[src/rtl/sc_multipoint_pkg.sv]
// Shared types and helpers for the multi-player point controller.
package sc_multipoint_pkg;

    typedef enum logic [1:0] {
        ST_IDLE  = 2'b00,
        ST_LOAD  = 2'b01,
        ST_PLAY  = 2'b10,
        ST_PAUSE = 2'b11
    } state_t;

    localparam int DEF_WIDTH = 8;
    localparam int DEF_CNT_W = 8;

    // Widest lane the shift helper can handle; lanes pad their position up to this.
    localparam int MAX_WIDTH = 64;
    localparam int IDX_W     = $clog2(MAX_WIDTH);

    localparam logic DIR_LEFT  = 1'b1;   // toward MSB
    localparam logic DIR_RIGHT = 1'b0;   // toward LSB

    // One step of a one-hot position inside a lane whose top bit is msbIdx.
    // At an edge the position either holds (wrap=0) or jumps to the far edge (wrap=1).
    function automatic logic [MAX_WIDTH-1:0] onehot_shift(
        input logic [MAX_WIDTH-1:0] pos,
        input logic                 dir,
        input logic                 wrap,
        input logic [IDX_W-1:0]     msbIdx
    );
        logic [MAX_WIDTH-1:0] res;
        res = pos;
        if (dir == DIR_LEFT) begin
            if (pos[msbIdx]) begin
                if (wrap) begin
                    res    = '0;
                    res[0] = 1'b1;
                end
            end else begin
                res = pos << 1;
            end
        end else begin
            if (pos[0]) begin
                if (wrap) begin
                    res         = '0;
                    res[msbIdx] = 1'b1;
                end
            end else begin
                res = pos >> 1;
            end
        end
        return res;
    endfunction

endpackage

[src/rtl/sc_multipoint_ctrl_lane.sv]
// One player lane: button edge detect, auto-repeat, one-hot position, move counter, edge flag.
module sc_point_lane
    import sc_multipoint_pkg::*;
#(
    parameter int WIDTH         = DEF_WIDTH,
    parameter int INIT_POS      = 0,
    parameter int WRAP          = 0,
    parameter int REPEAT_CYCLES = 0,
    parameter int CNT_W         = DEF_CNT_W
) (
    input  logic             clk,
    input  logic             rstN,
    input  logic             isIdle,
    input  logic             isLoad,
    input  logic             isPlay,
    input  logic             startPress,
    input  logic             leftN,
    input  logic             rightN,
    output logic [WIDTH-1:0] pos,
    output logic [CNT_W-1:0] moves,
    output logic             edgeFlag
);

    localparam int RPT_W = (REPEAT_CYCLES > 1) ? $clog2(REPEAT_CYCLES) : 1;
    localparam logic [RPT_W-1:0] RPT_LAST = RPT_W'((REPEAT_CYCLES > 0) ? REPEAT_CYCLES - 1 : 0);
    localparam logic [IDX_W-1:0] MSB_IDX  = IDX_W'(WIDTH - 1);
    localparam logic [WIDTH-1:0] INIT_ONEHOT = WIDTH'(1) << INIT_POS;
    localparam logic             RPT_EN   = (REPEAT_CYCLES > 0);

    // Saturating +1 so the score display never rolls over to zero.
    function automatic logic [CNT_W-1:0] satInc(input logic [CNT_W-1:0] v);
        return (&v) ? v : v + CNT_W'(1);
    endfunction

    logic                 leftDly, rightDly;
    logic                 leftPress, rightPress, leftHeld, rightHeld;
    logic                 laneActive;
    logic [RPT_W-1:0]     rptCnt, rptCntNext;
    logic                 rptOn, rptOnNext;
    logic                 rptDir, rptDirNext;
    logic                 stepReq, stepDir;
    logic [MAX_WIDTH-1:0] posWide, shiftWide;
    logic [WIDTH-1:0]     nextPos;
    logic                 moved;

    assign edgeFlag = pos[0] | pos[WIDTH-1];

    // Decide whether this cycle issues a step (fresh press or repeat tick) and advance the repeat state.
    always_comb begin
        leftHeld   = ~leftN;
        rightHeld  = ~rightN;
        leftPress  = leftDly & leftHeld;
        rightPress = rightDly & rightHeld;
        laneActive = isPlay & ~startPress;
        stepReq    = 1'b0;
        stepDir    = DIR_RIGHT;
        rptCntNext = rptCnt;
        rptOnNext  = rptOn;
        rptDirNext = rptDir;
        if (!laneActive || (leftHeld && rightHeld)) begin
            rptCntNext = '0;
            rptOnNext  = 1'b0;
        end else if (leftPress || rightPress) begin
            stepReq    = 1'b1;
            stepDir    = leftPress ? DIR_LEFT : DIR_RIGHT;
            rptCntNext = '0;
            rptOnNext  = RPT_EN;
            rptDirNext = leftPress ? DIR_LEFT : DIR_RIGHT;
        end else if (rptOn && ((rptDir == DIR_LEFT) ? leftHeld : rightHeld)) begin
            if (rptCnt == RPT_LAST) begin
                stepReq    = 1'b1;
                stepDir    = rptDir;
                rptCntNext = '0;
            end else begin
                rptCntNext = rptCnt + RPT_W'(1);
            end
        end else begin
            rptCntNext = '0;
            rptOnNext  = 1'b0;
        end
    end

    // Compute the candidate position; a blocked edge move leaves it unchanged and is not counted.
    always_comb begin
        posWide              = '0;
        posWide[WIDTH-1:0]   = pos;
        shiftWide            = onehot_shift(posWide, stepDir, (WRAP != 0), MSB_IDX);
        nextPos              = shiftWide[WIDTH-1:0];
        moved                = stepReq && (shiftWide != posWide);
    end

    // Lane registers: edge-detect history, repeat state, position and move count.
    always_ff @(posedge clk or negedge rstN) begin
        if (!rstN) begin
            leftDly  <= 1'b1;
            rightDly <= 1'b1;
            rptCnt   <= '0;
            rptOn    <= 1'b0;
            rptDir   <= DIR_RIGHT;
            pos      <= '0;
            moves    <= '0;
        end else begin
            leftDly  <= leftN;
            rightDly <= rightN;
            rptCnt   <= rptCntNext;
            rptOn    <= rptOnNext;
            rptDir   <= rptDirNext;
            if (isIdle) begin
                pos <= '0;
            end else if (isLoad) begin
                pos   <= INIT_ONEHOT;
                moves <= '0;
            end else if (moved) begin
                pos   <= nextPos;
                moves <= satInc(moves);
            end
        end
    end

endmodule

[src/rtl/sc_multipoint_ctrl.sv]
// N-player position controller: start/pause FSM plus one lane per player.
module sc_multipoint_ctrl
    import sc_multipoint_pkg::*;
#(
    parameter int WIDTH         = DEF_WIDTH,
    parameter int PLAYERS       = 2,
    parameter int INIT_POS      = 0,
    parameter int WRAP          = 0,
    parameter int REPEAT_CYCLES = 0,
    parameter int CNT_W         = DEF_CNT_W
) (
    input  logic                       SC_MULTIPOINT_CTRL_CLOCK_50,
    input  logic                       SC_MULTIPOINT_CTRL_RESET_InLow,
    input  logic                       SC_MULTIPOINT_CTRL_start_InLow,
    input  logic [PLAYERS-1:0]         SC_MULTIPOINT_CTRL_left_InLow,
    input  logic [PLAYERS-1:0]         SC_MULTIPOINT_CTRL_right_InLow,
    output logic [PLAYERS*WIDTH-1:0]   SC_MULTIPOINT_CTRL_pos_OutBUS,
    output logic [PLAYERS-1:0]         SC_MULTIPOINT_CTRL_edge_OutBUS,
    output logic [PLAYERS*CNT_W-1:0]   SC_MULTIPOINT_CTRL_moves_OutBUS,
    output logic [1:0]                 SC_MULTIPOINT_CTRL_state_Out
);

    state_t state;
    logic   startDly;
    logic   startPress;

    assign startPress                   = startDly & ~SC_MULTIPOINT_CTRL_start_InLow;
    assign SC_MULTIPOINT_CTRL_state_Out = state;

    // Start edge detect and game FSM; only reset returns to IDLE.
    always_ff @(posedge SC_MULTIPOINT_CTRL_CLOCK_50 or negedge SC_MULTIPOINT_CTRL_RESET_InLow) begin
        if (!SC_MULTIPOINT_CTRL_RESET_InLow) begin
            state    <= ST_IDLE;
            startDly <= 1'b1;
        end else begin
            startDly <= SC_MULTIPOINT_CTRL_start_InLow;
            unique case (state)
                ST_IDLE:  if (startPress) state <= ST_LOAD;
                ST_LOAD:  state <= ST_PLAY;
                ST_PLAY:  if (startPress) state <= ST_PAUSE;
                ST_PAUSE: if (startPress) state <= ST_PLAY;
                default:  state <= ST_IDLE;
            endcase
        end
    end

    for (genvar p = 0; p < PLAYERS; p++) begin : gLane
        sc_point_lane #(
            .WIDTH         (WIDTH),
            .INIT_POS      (INIT_POS),
            .WRAP          (WRAP),
            .REPEAT_CYCLES (REPEAT_CYCLES),
            .CNT_W         (CNT_W)
        ) uLane (
            .clk        (SC_MULTIPOINT_CTRL_CLOCK_50),
            .rstN       (SC_MULTIPOINT_CTRL_RESET_InLow),
            .isIdle     (state == ST_IDLE),
            .isLoad     (state == ST_LOAD),
            .isPlay     (state == ST_PLAY),
            .startPress (startPress),
            .leftN      (SC_MULTIPOINT_CTRL_left_InLow[p]),
            .rightN     (SC_MULTIPOINT_CTRL_right_InLow[p]),
            .pos        (SC_MULTIPOINT_CTRL_pos_OutBUS[p*WIDTH +: WIDTH]),
            .moves      (SC_MULTIPOINT_CTRL_moves_OutBUS[p*CNT_W +: CNT_W]),
            .edgeFlag   (SC_MULTIPOINT_CTRL_edge_OutBUS[p])
        );
    end

endmodule
[config.mk]
export PLATFORM = sky130hd
export DESIGN_NAME = sc_multipoint_ctrl
export DESIGN_NICKNAME = d
export VERILOG_FILES = /design/src/rtl/sc_multipoint_pkg.sv /design/src/rtl/sc_multipoint_ctrl_lane.sv /design/src/rtl/sc_multipoint_ctrl.sv
export SDC_FILE = /design/constraint.sdc
export NUM_CORES = 1
export LEC_CHECK = 0
export CAP_MARGIN = 40
export CORE_MARGIN = 3
export CORE_UTILIZATION = 52
export CTS_CLUSTER_DIAMETER = 30
export DETAILED_ROUTE_END_ITERATION = 8
export HOLD_SLACK_MARGIN = 0.05
export PLACE_DENSITY_LB_ADDON = 0.08
export RECOVER_POWER = 25
export SLEW_MARGIN = 15
export SYNTH_ARGS = -nofsm -noshare
export SYNTH_HDL_FRONTEND = slang
export SYNTH_SLANG_ARGS = --single-unit
[constraint.sdc]
create_clock -name SC_MULTIPOINT_CTRL_CLOCK_50 -period 2.6 [get_ports SC_MULTIPOINT_CTRL_CLOCK_50]
set_input_delay 0.39 -clock SC_MULTIPOINT_CTRL_CLOCK_50 [delete_from_list [all_inputs] [get_ports SC_MULTIPOINT_CTRL_CLOCK_50]]
set_output_delay 0.39 -clock SC_MULTIPOINT_CTRL_CLOCK_50 [all_outputs]
set_load 0.03 [all_outputs]
==> qor.csv <==
stage,metric,value,unit
yosys,synth_cell_types,55,
worst_setup_path,worstPathArrival,2.47,ns
yosys,syn_avg_cell_area,9.27,um2
clock_tree,cts_sinks,39,
sta,max_slew.worst_pin.slew,1.02,ns
floorplanning,start_util,0.556,
floorplanning,fp.dieH,72.4,um
clock_tree,cts_max_level,2,
worst_setup_path,path_cells,"dlygate4sd3_1, nand3b_1, a311oi_1, o21bai_1, nor3_1, or3b_2, a21oi_1",
floorplanning,rows,23,
worst_setup_path,worstPathMaxFanout,3,
worst_setup_path,slowest_delay,0.57,ns
yosys,synthesis.area,2290,um2
worst_setup_path,r2r_slack,0.40,ns
yosys,ys_ff_latch,39,
detailed_routing,drt_iter0_markers,292,
worst_setup_path,end_kind,register,
sta,fin_worst_skew,0.0122,ns
worst_setup_path,criticalPathCategory,input pin to register,
worst_setup_path,crit_family,simple AND/OR/NAND/NOR gates,
sta,setup_tns,0,ns
sta,slew_violations,0,
cells_and_area,multi_input_area,1200,um2
global_routing,first_global_vias,1918,
yosys,synth_fp_nets,256,
detailed_routing,wl_per_cell,15.4,um
yosys,synth_seq_area_share,0.429,
yosys,ys_async_sr_fraction,1.00,
outcome,status,finished clean,
sta,finalWorstSetupSlack,0.345,ns
power_and_ir_drop,power,0.00231,W
clock_tree,cts.clk_slew.worst_paths,0.07,ns
placement,placed_area,2790,um2
floorplanning,die_w,72.4,um
sta,period_minus_slack,2.26,ns
placement,dp_slack,0.177,ns
clock_tree,post_cts_resize_count,0,
power_and_ir_drop,cellPowerDensity,799,nW/um2
floorplanning,ios,43,
detailed_routing,drt-pass1-iter-count,5,
yosys,syn_inst,247,
power_and_ir_drop,peakVddDrop,0.000608,V
sta,finalHoldViolations,0,
detailed_routing,num_vias,2053,
yosys,ys.flop_type,dfrtp_1,
clock_tree,cts_tree,built,
job,maxCapViolCount,0,
global_routing,antenna_found_initial,0,
worst_setup_path,cp_data_required_time,2.81,ns
worst_setup_path,cp_num_buf_inv,1,
cells_and_area,fin_area,2890,um2
clock_tree,insertion_delay,0.30,ns
cells_and_area,drive_gt1_frac,0.116,
yosys,synth_edf_count,0,
clock_tree,cts_made_buffers,5,
yosys,synth_top_area_frac,0.372,
global_routing,grt_pass1_wl,9070,um
sta,fin_crit_sh,0.867,
yosys,ys_warn_count,0,
sta,clock.fmax,0.443,GHz
yosys,synth_area_leaders,"dfrtp_1 37%, mux2i_1 6.6%, dfstp_2 5.7%, nand2_1 4.4%, nand3_1 3.7%",
worst_hold_path,hold_class,register to register,
worst_setup_path,critPathSlowestCell,dlygate4sd3_1,
floorplanning,core-area,4120,um2
clock_tree,cts_root_buffer,clkbuf_8,
detailed_routing,vias_per_cell,5.97,
cells_and_area,antenna_cells,0,
detailed_routing,ant_nets,0,
cells_and_area,mostFrequentLayoutCells,"36 x clkdlybuf4s50_1, 34 x dfrtp_1, 27 x nand2_1",
floorplanning,die_area,5240,um2
global_routing,grt_start_max_net_pins,24,
clock_tree,cts.path.max_buffers,2,
yosys,synth.largest_area_cell,dfrtp_1,
sta,timing.slew.headroom,0.321,
power_and_ir_drop,p_leak,1.23,nW
placement,portBuffers,42,
detailed_routing,drt_wl_total,5310,um
cells_and_area,mostFrequentLayoutCell,clkdlybuf4s50_1,
worst_setup_path,critPathLaunchType,input pin,
sta,rsz0062_at_grt,false,
placement,place_hpwl,3740,um
cells_and_area,final_nets,302,
cells_and_area,seq_area,982,um2
sta,setup_viol,0,
global_routing,grtUsageTotal,0.218,
cells_and_area,area_growth,26.4,%
global_routing,grt.overflow.total,0,
cells_and_area,n_fill_cell,316,
detailed_routing,drc,0,
placement,gp_congestion,0.885,
==> synth_stat cells, types with 2 or more instances <==
cell and n:
nor4_1 2, nand3b_1 3, or2_2 2, mux2i_1 15, nand2b_1 4, nand2_1 27, nor3_1 5, buf_1 2
o21ai_0 9, nor2_1 22, inv_1 9, o22ai_1 6, nor2b_1 3, o21a_1 3, a31o_2 3, a21oi_1 8
a21o_1 2, a311oi_1 4, xnor2_1 4, dfstp_2 5, o32a_1 4, nand4_1 2, dfrtp_1 34, buf_4 2
clkbuf_1 8, a31oi_1 3, ha_1 2, and3_1 8, nand3_1 17, o31ai_1 4
==> flip-flops by register name (all words and copies together), names as in the netlist <==
signal                        count
gLane.uLane.moves                16
gLane.uLane.pos                  16
SC_MULTIPOINT_CTRL_state_Out      2
gLane.uLane.leftDly               2
gLane.uLane.rightDly              2
startDly                          1
==> where the power goes <==
part / internal [W] / switching (W) / leakage [nW]
Clock: 0.000214 / 0.000216 / 0.0482
Combinational: 0.000435 / 0.000550 / 0.685
Sequential: 0.000730 / 0.000169 / 0.495
==> stage by stage <==
stage,util,cells,hold WS [ns]
6_report,0.703,344,0.509
5_1_grt,0.703,344,0.545
4_1_cts,0.704,344,0.515
3_5_place_dp,0.679,335,0.351
3_3_place_gp,0.672,334,0.499
2_1_floorplan,-,247,0.0944
==> final timing paths <==
| check | start | end | cells past startpoint |
|---|---|---|---|
| worst min register to register | gLane[0].uLane.moves[2] | gLane[0].uLane.moves[2] | 1 |
| worst max-delay path | SC_MULTIPOINT_CTRL_left_InLow[1] | gLane[1].uLane.moves[5] | 7 |
| max in group asynchronous | SC_MULTIPOINT_CTRL_RESET_InLow | gLane[1].uLane.rightDly | 3 |
| min in group asynchronous | SC_MULTIPOINT_CTRL_RESET_InLow | gLane[0].uLane.pos[2] | 2 |
| worst max register to register | gLane[0].uLane.pos[6] | gLane[0].uLane.moves[3] | 7 |
| worst min-delay path | gLane[0].uLane.moves[2] | gLane[0].uLane.moves[2] | 1 |
==> cell families (layout without fill, tap and decap cells) <==
logic type,Yosys count,after routing,share of synthesized area
AOI/OAI and AO/OA,60,60,0.202
and+or+nand+nor,104,104,0.233
buffers and inverters,23,70,0.0448
xor gates and xnor gates,4,4,0.0153
DFF,39,39,0.429
adders and majority gates,2,2,0.0109
muxes,15,15,0.0656
==> layout make-up <==
class,instances,area share
Clock buffer,7,0.0298
Timing Repair Buffer,53,0.179
Multi-Input combinational cell,185,0.416
Tap cell,50,0.0216
Clock inverter,1,0.00173
Sequential cell,39,0.339
Inverter,9,0.0117
==> worst reg2reg max path, stage by stage, from the launching register on <==
cell and delay, ns:
dfrtp_1 0.48, or4_4 0.58, o22a_1 0.21, o32ai_4 0.23
o221ai_2 0.15, buf_4 0.19, nand3_1 0.10, mux2i_1 0.18
==> layer usage <==
layer / routed length [um] / track usage / vias up
met2: 2490 / 0.337 / 64
met3: 284 / 0.0499 / 7
met4: 62 / 0.0626 / 0
met1: 2470 / 0.308 / 990
met5: 0 / 0 / -
li1: - / - / 992
==> what timing repair did <==
item / in CTS / in global routing
buffers inserted: 0 / 0
hold endpoints to repair: 14 / 0
hold buffers: 1 / 0
(Power assumes the default switching activity.)
